### src/rtl/uart_rx_deframer_if.sv
// Byte output handshake of uart_rx_deframer: the receiver is the master
// (drives data/valid) and the consumer is the slave (drives ready).
interface uart_rx_deframer_if;
  logic [7:0] data;
  logic       valid;
  logic       ready;

  modport master (output data, output valid, input ready);
  modport slave  (input data, input valid, output ready);
endinterface

### src/rtl/uart_rx_deframer.sv
// UART receiver: synchronizes, majority-filters and 16x-oversamples rx_i,
// deframes 8N1 (8E1/8O1 when UART_RX_PARITY_EN is defined) into a one-byte buffer.
module uart_rx_deframer #(
  parameter int unsigned SYNC_STAGES = 2,
  parameter int unsigned DIV_W       = 16
) (
  input  logic             clk_i,
  input  logic             rst_i,
  input  logic             rx_i,
  input  logic             rx_en_i,
  input  logic [DIV_W-1:0] baud_div_i,
  input  logic             parity_odd_i,
  output logic             frame_err_o,
  output logic             overrun_o,
  output logic             parity_err_o,
  input  logic             err_clr_i,
  uart_rx_deframer_if.master out_if
);

  localparam int unsigned SCNT_W = 4;
  localparam int unsigned BCNT_W = 3;
  localparam int unsigned BYTE_W = 8;

  typedef enum logic [2:0] {IDLE, START, DATA, PARITY, STOP} state_e;

  logic [SYNC_STAGES-1:0] sync_q;
  logic [DIV_W-1:0]       div_q;
  logic [2:0]             filt_q;
  state_e                 state_q, state_d;
  logic [SCNT_W-1:0]      scnt_q, scnt_d;
  logic [BCNT_W-1:0]      bcnt_q, bcnt_d;
  logic [BYTE_W-1:0]      shreg_q, shreg_d;
  logic                   armed_q, armed_d;
  logic                   rx_s_c, rx_f_c, tick_c, hold_c;
  logic                   push_c, frame_set_c, overrun_set_c;

  assign rx_s_c = sync_q[SYNC_STAGES-1];
  assign rx_f_c = (filt_q[0] & filt_q[1]) | (filt_q[0] & filt_q[2]) | (filt_q[1] & filt_q[2]);
  assign tick_c = (div_q == '0);
  // Idle line parks the divider at 0, so the filter tracks the line every cycle
  assign hold_c = !rx_en_i || ((state_q == IDLE) && rx_s_c);

  always_ff @(posedge clk_i) begin
    if (rst_i) begin
      sync_q <= '1;
      filt_q <= '1;
      div_q  <= '0;
    end else begin
      sync_q <= {sync_q[SYNC_STAGES-2:0], rx_i};
      if (tick_c) filt_q <= {filt_q[1:0], rx_s_c};
      if (hold_c)      div_q <= '0;
      else if (tick_c) div_q <= baud_div_i;
      else             div_q <= div_q - DIV_W'(1);
    end
  end

  always_ff @(posedge clk_i) begin
    if (rst_i) begin
      state_q <= IDLE;
      scnt_q  <= '0;
      bcnt_q  <= '0;
      shreg_q <= '0;
      armed_q <= 1'b0;
    end else begin
      state_q <= state_d;
      scnt_q  <= scnt_d;
      bcnt_q  <= bcnt_d;
      shreg_q <= shreg_d;
      armed_q <= armed_d;
    end
  end

`ifdef UART_RX_PARITY_EN
  logic par_set_c;
`endif

  // Deframer: START checks the start-bit centre at sample 7, later bits at sample 15
  always_comb begin
    state_d     = state_q;
    scnt_d      = scnt_q;
    bcnt_d      = bcnt_q;
    shreg_d     = shreg_q;
    armed_d     = armed_q;
    push_c      = 1'b0;
    frame_set_c = 1'b0;
`ifdef UART_RX_PARITY_EN
    par_set_c   = 1'b0;
`endif
    if (!rx_en_i) begin
      state_d = IDLE;
      scnt_d  = '0;
      bcnt_d  = '0;
      armed_d = 1'b0;
    end else if (tick_c) begin
      case (state_q)
        IDLE: begin
          if (rx_f_c) begin
            armed_d = 1'b1;
          end else if (armed_q) begin
            state_d = START;
            scnt_d  = '0;
            armed_d = 1'b0;
          end
        end
        START: begin
          if (scnt_q == SCNT_W'(7)) begin
            scnt_d  = '0;
            bcnt_d  = '0;
            state_d = rx_f_c ? IDLE : DATA;
          end else begin
            scnt_d = scnt_q + SCNT_W'(1);
          end
        end
        DATA: begin
          if (scnt_q == SCNT_W'(15)) begin
            scnt_d  = '0;
            shreg_d = {rx_f_c, shreg_q[BYTE_W-1:1]};
            bcnt_d  = bcnt_q + BCNT_W'(1);
            if (bcnt_q == BCNT_W'(7)) begin
`ifdef UART_RX_PARITY_EN
              state_d = PARITY;
`else
              state_d = STOP;
`endif
            end
          end else begin
            scnt_d = scnt_q + SCNT_W'(1);
          end
        end
`ifdef UART_RX_PARITY_EN
        PARITY: begin
          if (scnt_q == SCNT_W'(15)) begin
            scnt_d    = '0;
            par_set_c = (rx_f_c != ((^shreg_q) ^ parity_odd_i));
            state_d   = STOP;
          end else begin
            scnt_d = scnt_q + SCNT_W'(1);
          end
        end
`endif
        STOP: begin
          if (scnt_q == SCNT_W'(15)) begin
            scnt_d      = '0;
            push_c      = 1'b1;
            frame_set_c = !rx_f_c;
            state_d     = IDLE;
          end else begin
            scnt_d = scnt_q + SCNT_W'(1);
          end
        end
        default: state_d = IDLE;
      endcase
    end
  end

  assign overrun_set_c = push_c && out_if.valid && !out_if.ready;

  // One-byte output buffer; a full buffer that is not being drained drops the new byte
  always_ff @(posedge clk_i) begin
    if (rst_i) begin
      out_if.data  <= '0;
      out_if.valid <= 1'b0;
    end else if (push_c && (!out_if.valid || out_if.ready)) begin
      out_if.data  <= shreg_q;
      out_if.valid <= 1'b1;
    end else if (out_if.valid && out_if.ready) begin
      out_if.valid <= 1'b0;
    end
  end

  // Sticky flags: a set in the same cycle as a clear wins
  always_ff @(posedge clk_i) begin
    if (rst_i) begin
      frame_err_o <= 1'b0;
      overrun_o   <= 1'b0;
    end else begin
      if (frame_set_c)    frame_err_o <= 1'b1;
      else if (err_clr_i) frame_err_o <= 1'b0;
      if (overrun_set_c)  overrun_o   <= 1'b1;
      else if (err_clr_i) overrun_o   <= 1'b0;
    end
  end

`ifdef UART_RX_PARITY_EN
  always_ff @(posedge clk_i) begin
    if (rst_i)          parity_err_o <= 1'b0;
    else if (par_set_c) parity_err_o <= 1'b1;
    else if (err_clr_i) parity_err_o <= 1'b0;
  end
`else
  logic unused_parity_odd;
  assign unused_parity_odd = parity_odd_i;
  assign parity_err_o      = 1'b0;
`endif

endmodule
### src/flat_wrapper.sv
// flat-port wrapper written by rule: the top's interface ports become plain ports
module uart_rx_deframer_flat 
#(
  parameter int unsigned SYNC_STAGES = 2,
  parameter int unsigned DIV_W       = 16
)
  (clk_i, rst_i, rx_i, rx_en_i, baud_div_i, parity_odd_i, frame_err_o, overrun_o, parity_err_o, err_clr_i, out_if_data, out_if_valid, out_if_ready);
  uart_rx_deframer_if out_if_i ();
  input  logic clk_i;
  input  logic rst_i;
  input  logic rx_i;
  input  logic rx_en_i;
  input  logic [DIV_W-1:0] baud_div_i;
  input  logic parity_odd_i;
  output logic frame_err_o;
  output logic overrun_o;
  output logic parity_err_o;
  input  logic err_clr_i;
  output wire logic [$bits(out_if_i.data)-1:0] out_if_data;
  output wire logic [$bits(out_if_i.valid)-1:0] out_if_valid;
  input wire logic [$bits(out_if_i.ready)-1:0] out_if_ready;
  assign out_if_data = out_if_i.data;
  assign out_if_valid = out_if_i.valid;
  assign out_if_i.ready = out_if_ready;
  uart_rx_deframer #(.SYNC_STAGES(SYNC_STAGES), .DIV_W(DIV_W)) u_core (.clk_i(clk_i), .rst_i(rst_i), .rx_i(rx_i), .rx_en_i(rx_en_i), .baud_div_i(baud_div_i), .parity_odd_i(parity_odd_i), .frame_err_o(frame_err_o), .overrun_o(overrun_o), .parity_err_o(parity_err_o), .err_clr_i(err_clr_i), .out_if(out_if_i));
endmodule
### config.mk
export PLATFORM = sky130hd
export DESIGN_NAME = uart_rx_deframer_flat
export DESIGN_NICKNAME = d
export VERILOG_FILES = /design/src/rtl/uart_rx_deframer_if.sv /design/src/rtl/uart_rx_deframer.sv /design/src/flat_wrapper.sv
export SDC_FILE = /design/constraint.sdc
export NUM_CORES = 1
export LEC_CHECK = 0
export CAP_MARGIN = 20
export CORE_MARGIN = 2
export CORE_UTILIZATION = 49
export CTS_CLUSTER_SIZE = 16
export DETAILED_ROUTE_END_ITERATION = 7
export HOLD_SLACK_MARGIN = 0.02
export PLACE_DENSITY = 0.76
export SYNTH_ARGS = -nofsm -noshare
export SYNTH_HDL_FRONTEND = slang
export SYNTH_SLANG_ARGS = --single-unit
export TNS_END_PERCENT = 10
### constraint.sdc
create_clock -name clk_i -period 2 [get_ports clk_i]
set_clock_uncertainty 0.1 [all_clocks]
set_input_delay 0.4 -clock clk_i [delete_from_list [all_inputs] [get_ports clk_i]]
set_output_delay 0.4 -clock clk_i [all_outputs]
set_load 0.02 [all_outputs]
==> results.toml, run 1 <==
[routing]
route.vias.total = 2151
wirelength_mm = 5.307
antenna_left = 0
drt-initial-drc-count = 97
met1_length_mm = 2.528
dr_vias_cell = 5.378
maxUsedRoutingLayer = "met4"
wl_met3_um = 199
drtPass1Iterations = 4
drt_drc_violations_left = 0
dr_wl_met2_mm = 2.501
routed_wire_length_per_instance_um = 13.27

[timing]
finalCriticalPeriod_ps = 1990
finalHoldWorstSlack_ps = 317.0
final-max-slew-violation-count = 0
setup_total_negative_slack_ps = 0
timing_hold_violations_final = 0
worst_slack_ps = 9.954
finalSetupViolations = 0
fraction_of_the_cycle_the_final_worst_path_needs_pct = 99.50
max-slew-margin-rel_pct = 62.36
transition_time_at_the_pin_with_the_least_slew_margin_ps = 564.7
max_freq_mhz = 502.5
grt_setup_unrepaired = "yes"

[finish]
area_overhead_vs_synth_pct = 30.52
final_common_cell = "dfxtp_1"
final_nets = 360
fin_util_pct = 67.08
antenna-diode-count = 0
final_layout_size_suffix_gt1_share_pct = 19.22
final_area_mm2 = 0.003189
highest_count_cells_in_the_layout_ignoring_fill_and_taps = "dfxtp_1 (46), nor2_1 (41), clkdlybuf4s50_1 (32), buf_4 (27), nand2_1 (17)"
fin_cells = 400

[worst_setup_path]
internal_reg_to_reg_setup_slack_ps = 10
worstPathMaxFanout = 6
data_required_time_at_the_worst_endpoint_ps = 2140
end_kind = "register"
critical_path.cell_chain = "nor4_2, nand4b_1, a2111o_1, or3b_2, o31ai_1"
timing.critical_path.slowest_stage_cell = "or3b_2"
critical_path_class = "reg2reg"
slowest_delay_ps = 460
crit_path_start_kind = "register"
arrival_ps = 2130

[pwr]
total_power_mw = 2.006
p_leak_nw = 1.239
vdd_drop_max_mv = 0.5515
pd_cells_mw_per_mm2 = 629.1

[run_status]
run_status = "completed"

[global_route]
grt.total_usage_pct = 20.86
grt_antenna_before_repair = 0
grt_max_degree = 27
vias_in_the_first_global_route = 2004
globalRouteOverflowTotal = 0
grt_pass1_wl_mm = 9.059

[placed_design]
placedInstanceArea_mm2 = 0.003045
gp_congestion = 0.8361
dp_hpwl_mm = 3.937
place_inst = 391
placement.io_buffers = 32
preCtsSetupSlack_ps = -181.1

[floorplan]
fp.coreArea_mm2 = 0.004755
die_w_um = 74.62
initial_core_util_pct = 51.39
dieArea_mm2 = 0.005568
boundaryPins = 35
std_cell_rows = 25
die_y_um = 74.62

[synth]
synthesis.area_per_instance_um2 = 8.854
ys_top_cells_by_area = "dfxtp_1 (42%), mux2i_1 (6.6%), nor2_1 (6.5%), a211oi_1 (4.6%), nor3_1 (2.7%)"
syn-num-nets = 304
synth_enable_flop_cells = 0
synth_seq_area_share_pct = 41.78
synth_ff_type = "dfxtp_1"
synth-seq-cells = 51
number_of_different_library_cells_in_the_post_synthesis_netlist = 48
cell_count_after_synthesis = 276
yosys.area.top_type = "dfxtp_1"
netlist.area_leader.share_pct = 41.78
synth.cell_area_mm2 = 0.002444
async_reset_ff_share_pct = 0
yosys_warnings = 0

[clock_network]
tritoncts = "done"
worstSkewPairLatency_ps = 310
number_of_sinks_driven_by_the_clock_tree = 51
ctsLongestPathBuffers = 2
cell_at_the_root_of_the_clock_tree = "clkbuf_8"
cts.clk_slew.worst_paths_ps = 100
cts-htree-levels = 2
cts-buffers-inserted = 5

[run]
maxCapViolations = 0

[worst_hold_path]
min-delay-path-class = "reg2reg"
==> cell usage after synthesis (3+ instances only) <==
| cell | instances |
|---|---|
| o21ai_0 | 9 |
| xor2_1 | 7 |
| inv_1 | 7 |
| mux2i_1 | 16 |
| or2_2 | 3 |
| nor4_1 | 3 |
| xnor2_1 | 7 |
| nor4_4 | 3 |
| a21oi_1 | 10 |
| or3_1 | 6 |
| dfxtp_1 | 51 |
| clkbuf_1 | 10 |
| nand4_1 | 5 |
| nand3_1 | 12 |
| a211oi_1 | 15 |
| nand2_1 | 17 |
| ha_1 | 5 |
| nor3_1 | 13 |
| nor2_1 | 42 |
==> final timing paths <==
path / from / end / cells past startpoint
hold / removal: u_core.sync_q[0] / u_core.sync_q[1] / 1
setup / recovery: u_core.div_q[2] / u_core.scnt_q[3] / 5
hold reg to reg: u_core.sync_q[0] / u_core.sync_q[1] / 1
setup reg to reg: u_core.div_q[2] / u_core.scnt_q[3] / 5
==> logic make-up (layout without fill, tap and decap cells) <==
family | count (synthesis) | count (layout) | synth area share, %
xor gates and xnor gates | 14 | 14 | 5.018
adders and majority gates | 6 | 6 | 2.970
AOI/OAI and AO/OA | 49 | 49 | 13.77
and+or+nand+nor | 119 | 119 | 26.32
muxes | 16 | 16 | 6.554
DFF | 51 | 51 | 41.78
buffers and inverters | 20 | 77 | 3.431
other | 1 | 1 | 0.1535
==> state kept, by name (all words and copies together) (netlist names) <==
register             count
u_core.filt_q            3
u_core.overrun_o         1
u_core.scnt_q            4
u_core.out_if.data       8
u_core.div_q            16
u_core.bcnt_q            3
u_core.shreg_q           8
u_core.sync_q            2
u_core.frame_err_o       1
u_core.out_if.valid      1
u_core.armed_q           1
u_core.state_q           3
==> where the power goes <==
part / internal (mW) / switching, mW / total [mW]
sequential: 1.03 / 0.0165 / 1.05
combinational: 0.153 / 0.175 / 0.327
clock: 0.258 / 0.371 / 0.629
total: 1.44 / 0.562 / 2.01
==> worst max-delay path: cells and delay by family, from the launching register on <==
kind,cells,cell delay (ps)
AND/OR/NAND/NOR,3,970
AO/OA/AOI/OAI,2,470
flip-flops,1,390
==> per-layer routing <==
layer | track usage [%] | up-vias
met4 | 6.548 | 0
met1 | 27.70 | 1002
met3 | 5.221 | 11
met5 | 0 | -
li1 | - | 1102
met2 | 33.63 | 36
==> layout make-up <==
cell class | count | area, µm²
Fill cell | 393 | 1565
Inverter | 7 | 26.28
Clock buffer | 5 | 68.82
Multi-Input combinational cell | 205 | 1383
Timing Repair Buffer | 62 | 574.3
Sequential cell | 51 | 1027
Clock inverter | 3 | 26.28
Tap cell | 67 | 83.83
==> timing repair <==
item / 4_1_cts / 5_1_grt
gates resized for setup: 1 / 11
cloned: 0 / 0
endpoints found under the setup margin: 4 / 39
hold buffers: 0 / 0
pin swaps: 0 / 3
buffers inserted: 0 / 1
Power figures use the tool's default switching activity.
==> inputs of run 2 (changes only) <==
- HOLD_SLACK_MARGIN: 0.02 -> default
==> results of run 2 <==
The final DEF is identical to that of run 1; final timing and power are the same.
